File: src/rtl/fs2_misfetch_ctrl.sv
// Fetch-2 misfetch recovery: redirects fetch-1 when the pre-decoded next PC disagrees
// with the BTB path, and queues BTB corrections. Optional macro: FS2_BTB_INVAL_EN.
module fs2_misfetch_ctrl #(
    parameter int SIZE_PC     = 32,
    parameter int BRANCH_TYPE = 2,
    parameter int QDEPTH      = 4
) (
    input  logic                   clk,
    input  logic                   reset_n,
    input  logic                   flush_i,
    input  logic                   valid_i,
    input  logic [SIZE_PC-1:0]     pc_i,
    input  logic                   btbHit_i,
    input  logic [SIZE_PC-1:0]     btbNPC_i,
    input  logic                   ctrlInst_i,
    input  logic [SIZE_PC-1:0]     predNPC_i,
    input  logic [BRANCH_TYPE-1:0] ctrlType_i,
    output logic                   stall_o,
    output logic                   squash_o,
    output logic                   redirect_o,
    output logic [SIZE_PC-1:0]     redirectPC_o,
    output logic                   btbUpdValid_o,
    input  logic                   btbUpdReady_i,
    output logic [SIZE_PC-1:0]     btbUpdPC_o,
    output logic [SIZE_PC-1:0]     btbUpdTarget_o,
    output logic [BRANCH_TYPE-1:0] btbUpdType_o,
    output logic                   btbUpdInval_o
);

    localparam int PTR_W = (QDEPTH > 1) ? $clog2(QDEPTH) : 1;
    localparam int CNT_W = $clog2(QDEPTH + 1);
    localparam logic [CNT_W-1:0] FULL_CNT = CNT_W'(QDEPTH);

    typedef enum logic [1:0] {
        IDLE,
        REDIR,
        SQUASH
    } state_t;

    state_t state;
    state_t next_state;

    logic [CNT_W-1:0]       count;
    logic [PTR_W-1:0]       wr_ptr;
    logic [PTR_W-1:0]       rd_ptr;
    logic [SIZE_PC-1:0]     pc_mem     [QDEPTH];
    logic [SIZE_PC-1:0]     target_mem [QDEPTH];
    logic [BRANCH_TYPE-1:0] type_mem   [QDEPTH];

    logic                   evaluate;
    logic                   ctrl_mis;
    logic                   nonctrl_mis;
    logic                   misfetch;
    logic [SIZE_PC-1:0]     correct_pc;
    logic                   push;
    logic                   pop;

    assign stall_o       = (count == FULL_CNT);
    assign btbUpdValid_o = (count != '0);
    assign pop           = btbUpdValid_o & btbUpdReady_i;

    assign evaluate    = valid_i & ~stall_o & ~flush_i & (state == IDLE);
    assign ctrl_mis    = ctrlInst_i & (predNPC_i != btbNPC_i);
    assign nonctrl_mis = ~ctrlInst_i & btbHit_i;
    assign misfetch    = evaluate & (ctrl_mis | nonctrl_mis);
    assign correct_pc  = ctrlInst_i ? predNPC_i : (pc_i + SIZE_PC'(8));

`ifdef FS2_BTB_INVAL_EN
    logic inval_mem [QDEPTH];

    assign push          = misfetch;
    assign btbUpdInval_o = inval_mem[rd_ptr];

    always_ff @(posedge clk or negedge reset_n) begin
        if (!reset_n) begin
            for (int i = 0; i < QDEPTH; i++) begin
                inval_mem[i] <= 1'b0;
            end
        end else if (push) begin
            inval_mem[wr_ptr] <= ~ctrlInst_i;
        end
    end
`else
    // Non-control BTB hits still redirect, but training them would need invalidation.
    assign push          = misfetch & ctrlInst_i;
    assign btbUpdInval_o = 1'b0;
`endif

    always_ff @(posedge clk or negedge reset_n) begin
        if (!reset_n) begin
            state <= IDLE;
        end else begin
            state <= next_state;
        end
    end

    always_comb begin
        next_state = state;
        if (flush_i) begin
            next_state = IDLE;
        end else begin
            case (state)
                IDLE:    next_state = misfetch ? REDIR : IDLE;
                REDIR:   next_state = SQUASH;
                SQUASH:  next_state = IDLE;
                default: next_state = IDLE;
            endcase
        end
    end

    always_comb begin
        squash_o = 1'b0;
        case (state)
            REDIR, SQUASH: squash_o = 1'b1;
            default:       squash_o = 1'b0;
        endcase
    end

    // misfetch already excludes flush, so a flush clears the pulse on the next edge.
    always_ff @(posedge clk or negedge reset_n) begin
        if (!reset_n) begin
            redirect_o   <= 1'b0;
            redirectPC_o <= '0;
        end else begin
            redirect_o <= misfetch;
            if (misfetch) begin
                redirectPC_o <= correct_pc;
            end
        end
    end

    always_ff @(posedge clk or negedge reset_n) begin
        if (!reset_n) begin
            count  <= '0;
            wr_ptr <= '0;
            rd_ptr <= '0;
        end else begin
            if (push) begin
                wr_ptr <= wr_ptr + PTR_W'(1);
            end
            if (pop) begin
                rd_ptr <= rd_ptr + PTR_W'(1);
            end
            case ({push, pop})
                2'b10:   count <= count + CNT_W'(1);
                2'b01:   count <= count - CNT_W'(1);
                default: count <= count;
            endcase
        end
    end

    always_ff @(posedge clk or negedge reset_n) begin
        if (!reset_n) begin
            for (int i = 0; i < QDEPTH; i++) begin
                pc_mem[i]     <= '0;
                target_mem[i] <= '0;
                type_mem[i]   <= '0;
            end
        end else if (push) begin
            pc_mem[wr_ptr]     <= pc_i;
            target_mem[wr_ptr] <= correct_pc;
            type_mem[wr_ptr]   <= ctrlType_i;
        end
    end

    assign btbUpdPC_o     = pc_mem[rd_ptr];
    assign btbUpdTarget_o = target_mem[rd_ptr];
    assign btbUpdType_o   = type_mem[rd_ptr];

endmodule
File: config.mk
export PLATFORM = sky130hd
export DESIGN_NAME = fs2_misfetch_ctrl
export DESIGN_NICKNAME = d
export VERILOG_FILES = /design/src/rtl/fs2_misfetch_ctrl.sv
export SDC_FILE = /design/constraint.sdc
export NUM_CORES = 1
export LEC_CHECK = 0
export CAP_MARGIN = 20
export CORE_ASPECT_RATIO = 1.5
export CORE_UTILIZATION = 40
export DETAILED_ROUTE_END_ITERATION = 8
export GPL_TIMING_DRIVEN = 0
export PLACE_DENSITY = 0.7
export SLEW_MARGIN = 40
export SYNTH_ARGS = -nofsm -noshare
export SYNTH_HDL_FRONTEND = slang
export SYNTH_SLANG_ARGS = --single-unit
export TNS_END_PERCENT = 5
File: constraint.sdc
create_clock -name clk -period 2.1 [get_ports clk]
set_input_delay 0.21 -clock clk [delete_from_list [all_inputs] [get_ports clk]]
set_output_delay 0.21 -clock clk [all_outputs]
set_load 0.005 [all_outputs]
==> results by stage <==
Pwr:
- For this design the static power due to leakage is 8.82 nW.
- The worst-case IR drop observed on VDD is 0.716 mV.
- The completed layout was analyzed and its total power is 27.3 mW.
- The power density over the cells is 1410 nW/um^2.

Synthesis:
- The portion of the post-synthesis area used by sequential elements is 52.4%.
- The cell area after technology mapping is 14600 sq um.
- The fraction of registers with async set/reset is 100%.
- The number of enable-type register cells in the synthesized netlist is 0.
- The most used flip-flop cell after synthesis is dfrtp_1.
- The distinct cell type count of the synthesized netlist is 45.
- Counting flops and latches in the post-synthesis netlist gives 306.
- When the netlist entered floorplanning its net count stood at 1112.
- After synthesis, the mean cell area works out to 14.6 sq um.
- The count of synthesis-stage warnings from yosys is 0.
- After technology mapping, the gate count stands at 998.

Floorplan:
- In this run the count of I/O pins placed on the die edge is 208.
- The core region is 35900 sq um.
- From left edge to right edge, the die measures 158 microns.
- Once the floorplan was initialized, standard cells occupied 40.7% of the core.
- The floorplan die area is 37300 sq um.
- The number of core rows is 85.
- The die is 236 microns tall.

Clock network:
- In this run the clock root is driven by a clkbuf_16.
- Clock tree synthesis found a total of 306 sinks.
- The longest clock path from root to sink contains 3 buffers.
- Counting the buffers created by CTS gives 30.
- The clock latency at the later pin of the worst-skew pair is 550 ps.
- The maximum level of the CTS H-tree is 1.
- After clock tree synthesis, the clock-pin slew on the worst setup and hold paths is 60 ps.
- The TritonCTS clock tree is built.

Setup path:
- In this run the critical register-to-register path is captured at count[2].
- The number of cells on the worst reg-to-reg path is 11.
- In this run the register-to-register setup slack is -90 ps.
- The critical path start-end classification is reg -> out.
- In this design, the stage delay of the slowest critical-path cell is 530 ps.
- The combined buffer and inverter count along the critical path is 4.
- The maximum fanout count along the critical path is 5.
- The signal on the critical path passes through buf_6 > clkbuf_16 > buf_12 > mux4_2 > buf_2.
- The endpoint class of the critical path is an output port.
- The startpoint of the worst register-to-register path is count[1].
- The type of origin of the critical path is a flop.
- The largest individual stage delay along the critical path comes from the cell mux4_2.
- The required time of the critical path is 1890 ps.
- In this design, the largest share of critical-path delay is due to buffers and inverters.
- The arrival time of data at the critical path endpoint is 2120 ps.

Placed design:
- The total half-perimeter wirelength after legalization and detailed placement is 29.2 mm.
- The port buffer count is 196.
- The placed cell count is 1676.
- At the end of routability-driven placement, the weighted congestion stood at 0.843.

Routing:
- The routed via count divided by cell count is 5.34.
- In the routed design, unresolved DRC markers number 0.
- Wires add up to 41.5 mm.
- The overall via count from detail_route is 9521.
- In the final routed layout, each cell accounts on average for 23.3 microns.
- For this run, the detailed router's first-pass iteration total came to 4.
- The final antenna-violating net count is 0.
- The starting DRC count in detailed routing is 431.

Hold path:
- The type of the tightest min-delay check is in -> reg.
- The start point of the worst hold path is pc_i[11].
- For hold timing, the worst endpoint is pc_mem[107].
- The cell count of the worst hold path is 2.

GRT:
- Global routing used 22.4% of the available tracks.
- The pin count of the biggest net entering global routing is 79.
- The first global-routing pass estimated 61.5 mm of wire.
- The initial antenna violation count is 1.
- Summed over all layers, the global routing overflow is 0.
- The number of global-route vias before repair is 10100.

Run:
- The number of violations of the max-capacitance limit is 0.

STA:
- In this run the tightest slew margin relative to its limit is 49.8%.
- The transition time at the pin with the least slew margin is 752 ps.
- The max-slew violation count is 0.
- The worst-case hold slack is 31.0 ps.
- The hold violation total from the final report came to 0.
- Clock skew on the completed layout was measured at 8.29 ps.
- Setup repair after global routing could not meet its margin everywhere.
- The ratio of final minimum period to clock period is 111%.
- Based on the critical path, the design can be clocked at up to 428 MHz.
- Setup violations remaining at the end of the flow were counted as 274.
- The minimum clock period after layout is 2330 ps.
- After layout, the worst setup slack is -235 ps.

Layout:
- The count of nets after finishing is 1397.
- The synthesis-to-layout area growth is 32.6%.
- For this run, the number of standard cells in the final layout without fillers is 1784.
- The proportion of layout cells with a drive suffix above 1 is 47.8%.
- The repair_antennas step left the layout with diodes totalling 0.

Outcome:
- The flow ran to the end, but the final reports show violations.
- The checks that failed: negative setup slack.
## per-layer routing
metal / track usage [%] / wire, microns / vias up
met4: 6.96 / 917 / 2
met5: 0 / 8 / -
li1: - / - / 4212
met3: 2.66 / 1610 / 54
met2: 39.0 / 21900 / 223
met1: 28.7 / 17100 / 5030
## sequential cells by signal, summed over array words and instances (netlist names)
register / count
pc_mem: 128
redirect_o: 1
redirectPC_o: 32
type_mem: 8
wr_ptr: 2
target_mem: 128
count: 3
state: 2
rd_ptr: 2
## placed cells by master, fill, tap and decap left out, types with 7 or more instances in the layout
master           Yosys  routed
dlygate4sd2_1        0      28
nor2b_1              8       8
xor2_1              21      21
clkbuf_1            20      17
clkdlybuf4s50_1      0      84
mux2_2             268     267
dfrtp_1            306     303
xnor2_1             36      34
buf_2               17      42
buf_6               18      35
nand2_1             41      38
nor4_1              10       7
clkbuf_8             0       9
o21ai_0             22      20
nand3_1             15      14
clkbuf_16            0      40
buf_12               0      25
inv_1               22      20
mux2i_1             10      10
mux2_4               0      21
nand2b_1             7       7
buf_4                5      31
nor2_1               8       8
nand4_1             14      14
dlymetal6s2s_1       0       9
mux4_2              66      66
buf_8                0       7
clkbuf_2             0      24
## worst max path at each step
stage,from,to,slack (ps),cells past startpoint
2_1_floorplan,btbNPC_i[7],count[2],-110,11
4_1_cts,rd_ptr[0],btbUpdPC_o[5],-260,5
3_5_place_dp,predNPC_i[8],count[2],-1200,12
6_report,rd_ptr[0],btbUpdPC_o[5],-230,5
3_3_place_gp,reset_n,target_mem[113],-12210,1
5_1_grt,rd_ptr[0],btbUpdPC_o[16],-300,4
## power by group
part           internal [mW]  switching, mW  total, mW
combinational           7.22           4.14       11.4
sequential              8.68           1.55       10.2
clock                   3.41           2.31       5.71
total                   19.3           8.00       27.3
## area by class of cell
cell class | count | area [sq um]
fill | 3043 | 16600
sequential | 306 | 7660
multi-input combinational | 603 | 6720
timing repair buffer | 254 | 2460
clock buffer | 42 | 877
buffer | 66 | 805
tap | 478 | 598
clock inverter | 13 | 178
inverter | 22 | 82.6
## kinds of logic after synthesis
kind of cell    Yosys count  synth area share (%)
compound gates           36                  1.47
xor+xnor                 57                  3.42
fa+ha+maj                 9                 0.822
buf+inv                  89                  3.48
flops                   306                  52.4
mux                     367                  33.3
other cells               1                0.0257
simple gates            133                  5.10
## cell usage after synthesis, types with 2 or more instances
library cell,number,area share [%]
o21ai_1,2,0.068
buf_4,5,0.26
and2_1,3,0.13
nor4b_1,2,0.12
nand3_2,5,0.34
nor4_1,10,0.43
mux2_2,268,21
nor3_1,9,0.31
dfrtp_1,306,52
xnor2_1,36,2.2
buf_6,18,1.4
a2bb2oi_1,2,0.12
inv_1,22,0.57
or3_1,2,0.086
clkbuf_1,20,0.51
buf_2,17,0.58
mux2_1,23,1.8
ha_1,8,0.68
and4_1,2,0.12
nand2b_1,7,0.30
nor2_1,8,0.21
nand4_1,14,0.60
a21oi_1,4,0.14
nor2b_1,8,0.34
o21ai_0,22,0.75
buf_1,7,0.18
mux4_2,66,10
nor3b_1,2,0.10
nand3_1,15,0.51
mux2i_1,10,0.68
nand2_1,41,1.1
xor2_1,21,1.3
## through the flow
step | setup slack, ps | area, sq um | utilization [%] | TNS (ps)
after floorplan | -106 | 14700 | - | -173
after global placement | -12210 | 17200 | 48.0 | -4067130
after detailed placement | -1200 | 17400 | 48.3 | -338440
after CTS | -264 | 18800 | 52.4 | -34070
after global routing | -302 | 19400 | 53.9 | -51560
final | -235 | 19400 | 53.9 | -29890
## timing repair
item,in CTS,in global routing
resized for setup,356,133
hold buffers,1,0
endpoints found under the setup margin,370,367
gates cloned,3,4
hold endpoints to repair,149,0
buffers inserted,32,15
pin swaps,13,11
No activity file was read; power rests on OpenSTA's default activity.
